### src/rtl/mips_fetch_pkg.sv
// Shared definitions for the MIPS fetch stage: FSM encoding and PC constants.
package mips_fetch_pkg;

  typedef enum logic [1:0] {
    BOOT  = 2'd0,
    FETCH = 2'd1,
    HOLD  = 2'd2
  } fetch_state_e;

  localparam logic [31:0] DEFAULT_RESET_PC = 32'h0000_0000;
  localparam logic [31:0] PC_INC           = 32'd4;

endpackage

### src/rtl/next_pc_mux.sv
// Combinational next-PC selection: redirect priority, word alignment and misalignment flag.
module next_pc_mux #(
  parameter int unsigned ADDR_W = 32
) (
  input  logic              pend_valid,
  input  logic [ADDR_W-1:0] pend_target,
  input  logic              jump_en,
  input  logic [ADDR_W-1:0] jump_target,
  input  logic              branch_en,
  input  logic [ADDR_W-1:0] branch_target,
  input  logic [ADDR_W-1:0] pc_plus4,
  output logic              redirect,
  output logic [ADDR_W-1:0] redirect_target,
  output logic              misaligned,
  output logic [ADDR_W-1:0] next_pc
);

  logic [ADDR_W-1:0] raw_target;

  always_comb begin
    raw_target      = jump_en ? jump_target : branch_target;
    redirect        = jump_en | branch_en;
    misaligned      = redirect && (raw_target[1:0] != 2'b00);
    redirect_target = {raw_target[ADDR_W-1:2], 2'b00};
    // A buffered redirect outranks anything presented at ack time.
    if (pend_valid)    next_pc = pend_target;
    else if (redirect) next_pc = redirect_target;
    else               next_pc = pc_plus4;
  end

endmodule

### src/rtl/fetch_pc_unit.sv
// PC register, fetch handshake FSM and redirect buffering for the MIPS fetch stage.
module fetch_pc_unit
  import mips_fetch_pkg::*;
#(
  parameter logic [31:0] RESET_PC = DEFAULT_RESET_PC,
  parameter int unsigned ADDR_W   = 32
) (
  input  logic              clk,
  input  logic              rst_n,
  input  logic              stall,
  input  logic              jump_en,
  input  logic [ADDR_W-1:0] jump_target,
  input  logic              branch_en,
  input  logic [ADDR_W-1:0] branch_target,
  input  logic              imem_ack,
  output logic              imem_req,
  output logic [ADDR_W-1:0] imem_addr,
  output logic [ADDR_W-1:0] pc_out,
  output logic [ADDR_W-1:0] pc_plus4,
  output logic              instr_valid,
  output logic              redirect_pending,
  output logic              misalign_err
);

  fetch_state_e      state;
  logic [ADDR_W-1:0] pc;
  logic [ADDR_W-1:0] pend_target;
  logic              pend_valid;
  logic              redirect;
  logic              misaligned;
  logic [ADDR_W-1:0] redirect_target;
  logic [ADDR_W-1:0] next_pc;
  logic [ADDR_W-1:0] hold_next_pc;

  next_pc_mux #(.ADDR_W(ADDR_W)) u_next_pc_mux (
    .pend_valid      (pend_valid),
    .pend_target     (pend_target),
    .jump_en         (jump_en),
    .jump_target     (jump_target),
    .branch_en       (branch_en),
    .branch_target   (branch_target),
    .pc_plus4        (pc_plus4),
    .redirect        (redirect),
    .redirect_target (redirect_target),
    .misaligned      (misaligned),
    .next_pc         (next_pc)
  );

  assign pc_plus4         = pc + PC_INC;
  assign pc_out           = pc;
  assign imem_addr        = pc;
  assign redirect_pending = pend_valid;

  // In HOLD the most recent redirect wins, including one arriving on the release cycle.
  assign hold_next_pc = redirect ? redirect_target : (pend_valid ? pend_target : pc_plus4);

  assign instr_valid = (state == FETCH) && imem_ack && !(pend_valid || redirect);

  always_ff @(posedge clk or negedge rst_n) begin
    if (!rst_n) begin
      state        <= BOOT;
      pc           <= RESET_PC;
      imem_req     <= 1'b0;
      pend_valid   <= 1'b0;
      pend_target  <= '0;
      misalign_err <= 1'b0;
    end else begin
      if (state != BOOT && misaligned) misalign_err <= 1'b1;
      case (state)
        BOOT: begin
          state    <= FETCH;
          imem_req <= 1'b1;
        end
        FETCH: begin
          if (imem_ack) begin
            if (stall) begin
              state    <= HOLD;
              imem_req <= 1'b0;
              if (redirect) begin
                pend_valid  <= 1'b1;
                pend_target <= redirect_target;
              end
            end else begin
              pc         <= next_pc;
              pend_valid <= 1'b0;
            end
          end else if (redirect) begin
            pend_valid  <= 1'b1;
            pend_target <= redirect_target;
          end
        end
        HOLD: begin
          if (!stall) begin
            pc         <= hold_next_pc;
            state      <= FETCH;
            imem_req   <= 1'b1;
            pend_valid <= 1'b0;
          end else if (redirect) begin
            pend_valid  <= 1'b1;
            pend_target <= redirect_target;
          end
        end
        default: begin
          state    <= BOOT;
          imem_req <= 1'b0;
        end
      endcase
    end
  end

endmodule

### config.mk
export PLATFORM = sky130hd
export DESIGN_NAME = fetch_pc_unit
export DESIGN_NICKNAME = d
export VERILOG_FILES = /design/src/rtl/mips_fetch_pkg.sv /design/src/rtl/next_pc_mux.sv /design/src/rtl/fetch_pc_unit.sv
export SDC_FILE = /design/constraint.sdc
export NUM_CORES = 1
export LEC_CHECK = 0
export CAP_MARGIN = 10
export CELL_PAD_IN_SITES_DETAIL_PLACEMENT = 0
export CELL_PAD_IN_SITES_GLOBAL_PLACEMENT = 1
export CORE_UTILIZATION = 35
export CTS_CLUSTER_SIZE = 25
export DETAILED_ROUTE_END_ITERATION = 6
export GPL_TIMING_DRIVEN = 1
export PLACE_DENSITY_LB_ADDON = 0.12
export SYNTH_ARGS = -nofsm -noshare
export SYNTH_HDL_FRONTEND = slang
export SYNTH_SLANG_ARGS = --single-unit
### constraint.sdc
create_clock -name clk -period 4.6 [get_ports clk]
set_clock_uncertainty 0.05 [all_clocks]
set_input_delay 0.92 -clock clk [delete_from_list [all_inputs] [get_ports clk]]
set_output_delay 0.92 -clock clk [all_outputs]
set_load 0.005 [all_outputs]
==> impl_metrics.env <==
export IMPL_initial_core_util_pct=35.8
export IMPL_synthTopCellsByArea="dfrtp_1 (36%), o21ai_0 (6.8%), a22oi_1 (5.4%)"
export IMPL_grt_pass1_wl_mm=25.1
export IMPL_synth_top_area_share_pct=36.0
export IMPL_clkSinkCount=68
export IMPL_ctsHoldBuffers=0
export IMPL_grt_pass1_vias=4640
export IMPL_gp_congestion=0.850
export IMPL_synthArstFlopShare_pct=100
export IMPL_synth_edf_count=0
export IMPL_cts_tree="built"
export IMPL_leakagePower_nw=2.67
export IMPL_core_um2=13200
export IMPL_yosysSeqAreaShare_pct=36.0
export IMPL_worst_setup_path_end_kind="primary output"
export IMPL_worst_ep_arrival_time_ns=2.98
export IMPL_port_buffers=169
export IMPL_fp_dieH_um=118
export IMPL_hpwlAfterDp_mm=11.0
export IMPL_grtUsageTotal_pct=22.9
export IMPL_grt_overflow=0
export IMPL_antenna_cells=0
export IMPL_r2r_start="imem_addr[2]"
export IMPL_seqPwrFrac_pct=28.7
export IMPL_reg2reg_slack_ns=1.97
export IMPL_min_path_type="reg2reg"
export IMPL_clock_latency_ns=0.35
export IMPL_pwr_share_comb_pct=54.3
export IMPL_setup_viol=0
export IMPL_worstPathRequired_ns=3.63
export IMPL_post_cts_resized=0
export IMPL_r2r_cells=6
export IMPL_min_period_over_period_pct=85.9
export IMPL_hold_slack_ns=0.407
export IMPL_ys_seq_elements=68
export IMPL_netlist_top_cell_by_area="dfrtp_1"
export IMPL_h_tree_depth=3
export IMPL_cp_max_fo=8
export IMPL_powerDensity_nw_per_um2=672
export IMPL_crit_type="reg2out"
export IMPL_crit_path_start_kind="flip-flop"
export IMPL_rsz0062_at_grt="no"
export IMPL_maxCapViolations=0
export IMPL_num_vias=4737
export IMPL_drive_gt1_share_pct=6.03
export IMPL_hold_viol_final=0
export IMPL_ys_flop_type="dfrtp_1"
export IMPL_worst_pin_slew_ns=0.924
export IMPL_outcome="complete, no violations"
export IMPL_cp_slowest_cell="nor4_1"
export IMPL_synth_distinct_cells=46
export IMPL_syn_inst=559
export IMPL_pwr_share_clk_pct=16.9
export IMPL_num_io_pins=170
export IMPL_clk_path_buf_depth=2
export IMPL_path_buf_inv=1
export IMPL_area_growth_pct=40.1
export IMPL_switching_share_pct=41.5
export IMPL_routed_wl_mm=15.6
export IMPL_cts_buffers=9
export IMPL_grt_max_degree=69
export IMPL_fmax_ghz=0.253
export IMPL_ir_worst_vdd_mv=0.313
export IMPL_worstHoldStart="misalign_err"
export IMPL_wl_per_cell_um=18.2
export IMPL_syn_area_per_cell_um2=8.46
export IMPL_ant_nets=0
export IMPL_finalNetCount=750
export IMPL_regToRegEndpoint="imem_addr[26]"
export IMPL_cp_top_family="simple AND/OR/NAND/NOR gates"
export IMPL_whs_path_depth=1
export IMPL_die_x_um=118
export IMPL_power_switching_mw=1.85
export IMPL_fillers=1264
export IMPL_syn_cell_area_um2=4730
export IMPL_worstHoldEndpoint="misalign_err"
export IMPL_drt_iter0_drc=377
export IMPL_multi_input_area_um2=2570
export IMPL_clkTransAtPathRegs_ns=0.06
export IMPL_p_int_mw=2.61
export IMPL_yosysWarnings=0
export IMPL_fin_setup_tns_ns=0
export IMPL_post_cts_setup_buffers=0
export IMPL_final_cell_mix="clkdlybuf4s50_1 (167), dfrtp_1 (68), o21ai_0 (63)"
export IMPL_seq_area_um2=1700
export IMPL_dieArea_um2=14000
export IMPL_fin_crit_ns=3.95
export IMPL_grt_antenna_before_repair=0
export IMPL_root_buffer="clkbuf_16"
export IMPL_rows=42
export IMPL_critPathMaxStageDelay_ns=0.58
export IMPL_drtPass1Iterations=5
export IMPL_vias_per_cell=5.53
export IMPL_synth_fp_nets=634
export IMPL_slew_headroom_pct=38.4
export IMPL_crit_chain="nand4_4, nor4_1, nor3b_1, xor2_1, clkdlybuf4s50_1"
export IMPL_final_common_cell="clkdlybuf4s50_1"
export IMPL_slew_violations=0
export IMPL_drc_errors=0
==> Yosys cell counts, drive strengths merged (5+ instances only) <==
library cell / count
o22ai: 5
xnor2: 13
a221oi: 10
dfrtp: 68
nand4: 15
inv: 12
o2bb2ai: 19
nor2: 47
clkbuf: 39
buf: 36
mux2i: 13
o21ai: 64
a31oi: 17
nor2b: 17
nand3: 16
or4: 7
and3: 5
nand2: 44
a21oi: 20
and2: 5
nor4: 5
a22oi: 34
ha: 5
xor2: 15
==> cell type report <==
type | instances | share of cell area (%)
clock inverter | 7 | 1.38
multi-input combinational | 404 | 38.9
sequential | 68 | 25.7
tap | 176 | 3.32
timing repair buffer | 180 | 26.7
clock buffer | 9 | 3.40
inverter | 12 | 0.680
==> state kept, by name (all words and copies together), names as in the netlist <==
signal,count
redirect_pending,1
pend_target,32
misalign_err,1
imem_req,1
state,1
imem_addr,32
==> stage by stage <==
step                utilization, %  cell area, um2  power (mW)  setup slack [ns]  cells
floorplan                        -            4730        2.58              1.55    559
global placement              47.8            6310        3.67              1.08    840
detailed placement            47.8            6310        3.72              1.01    840
CTS                           50.2            6630        4.48             0.639    856
global route                  50.2            6630        4.79             0.416    856
finish                        50.2            6630        4.45             0.650    856
==> worst max path at each step <==
stage / startpoint / end / slack, ns / cells after the start
2_1_floorplan: jump_en / instr_valid / 1.55 / 6
3_3_place_gp: imem_addr[11] / pc_plus4[25] / 1.08 / 5
3_5_place_dp: imem_addr[2] / pc_plus4[20] / 1.01 / 6
4_1_cts: imem_addr[2] / pc_plus4[20] / 0.64 / 6
5_1_grt: imem_addr[2] / pc_plus4[20] / 0.42 / 6
6_report: imem_addr[11] / pc_plus4[25] / 0.65 / 5
==> logic make-up (layout without fill, tap and decap cells) <==
logic type	count (synthesis)	count (layout)	synth area share, %
compound gates	185	185	25.5
xor+xnor	28	28	5.19
fa+ha+maj	5	5	1.32
buf+inv	87	208	9.66
flops	68	68	36.0
mux	15	15	3.23
simple gates	171	171	19.1
==> power by group through the flow <==
stage / sequential (mW) / clock [mW] / combinational, mW
3_5_place_dp: 1.29 / 0 / 2.43
5_1_grt: 1.33 / 0.789 / 2.67
3_3_place_gp: 1.27 / 0 / 2.40
2_1_floorplan: 1.16 / 0 / 1.42
6_report: 1.28 / 0.754 / 2.42
4_1_cts: 1.28 / 0.763 / 2.43
==> per-layer routing <==
layer  global-route usage (%)  share of wire, %  up-vias  wire length, um
li1                         -                 -     2249                -
met1                     30.2                45     2273             7050
met2                     36.1                46      186             7170
met3                     4.54               6.1       29              949
met4                     10.5               2.6        0              407
met5                        0                 0        -                0
(Power assumes the default switching activity.)
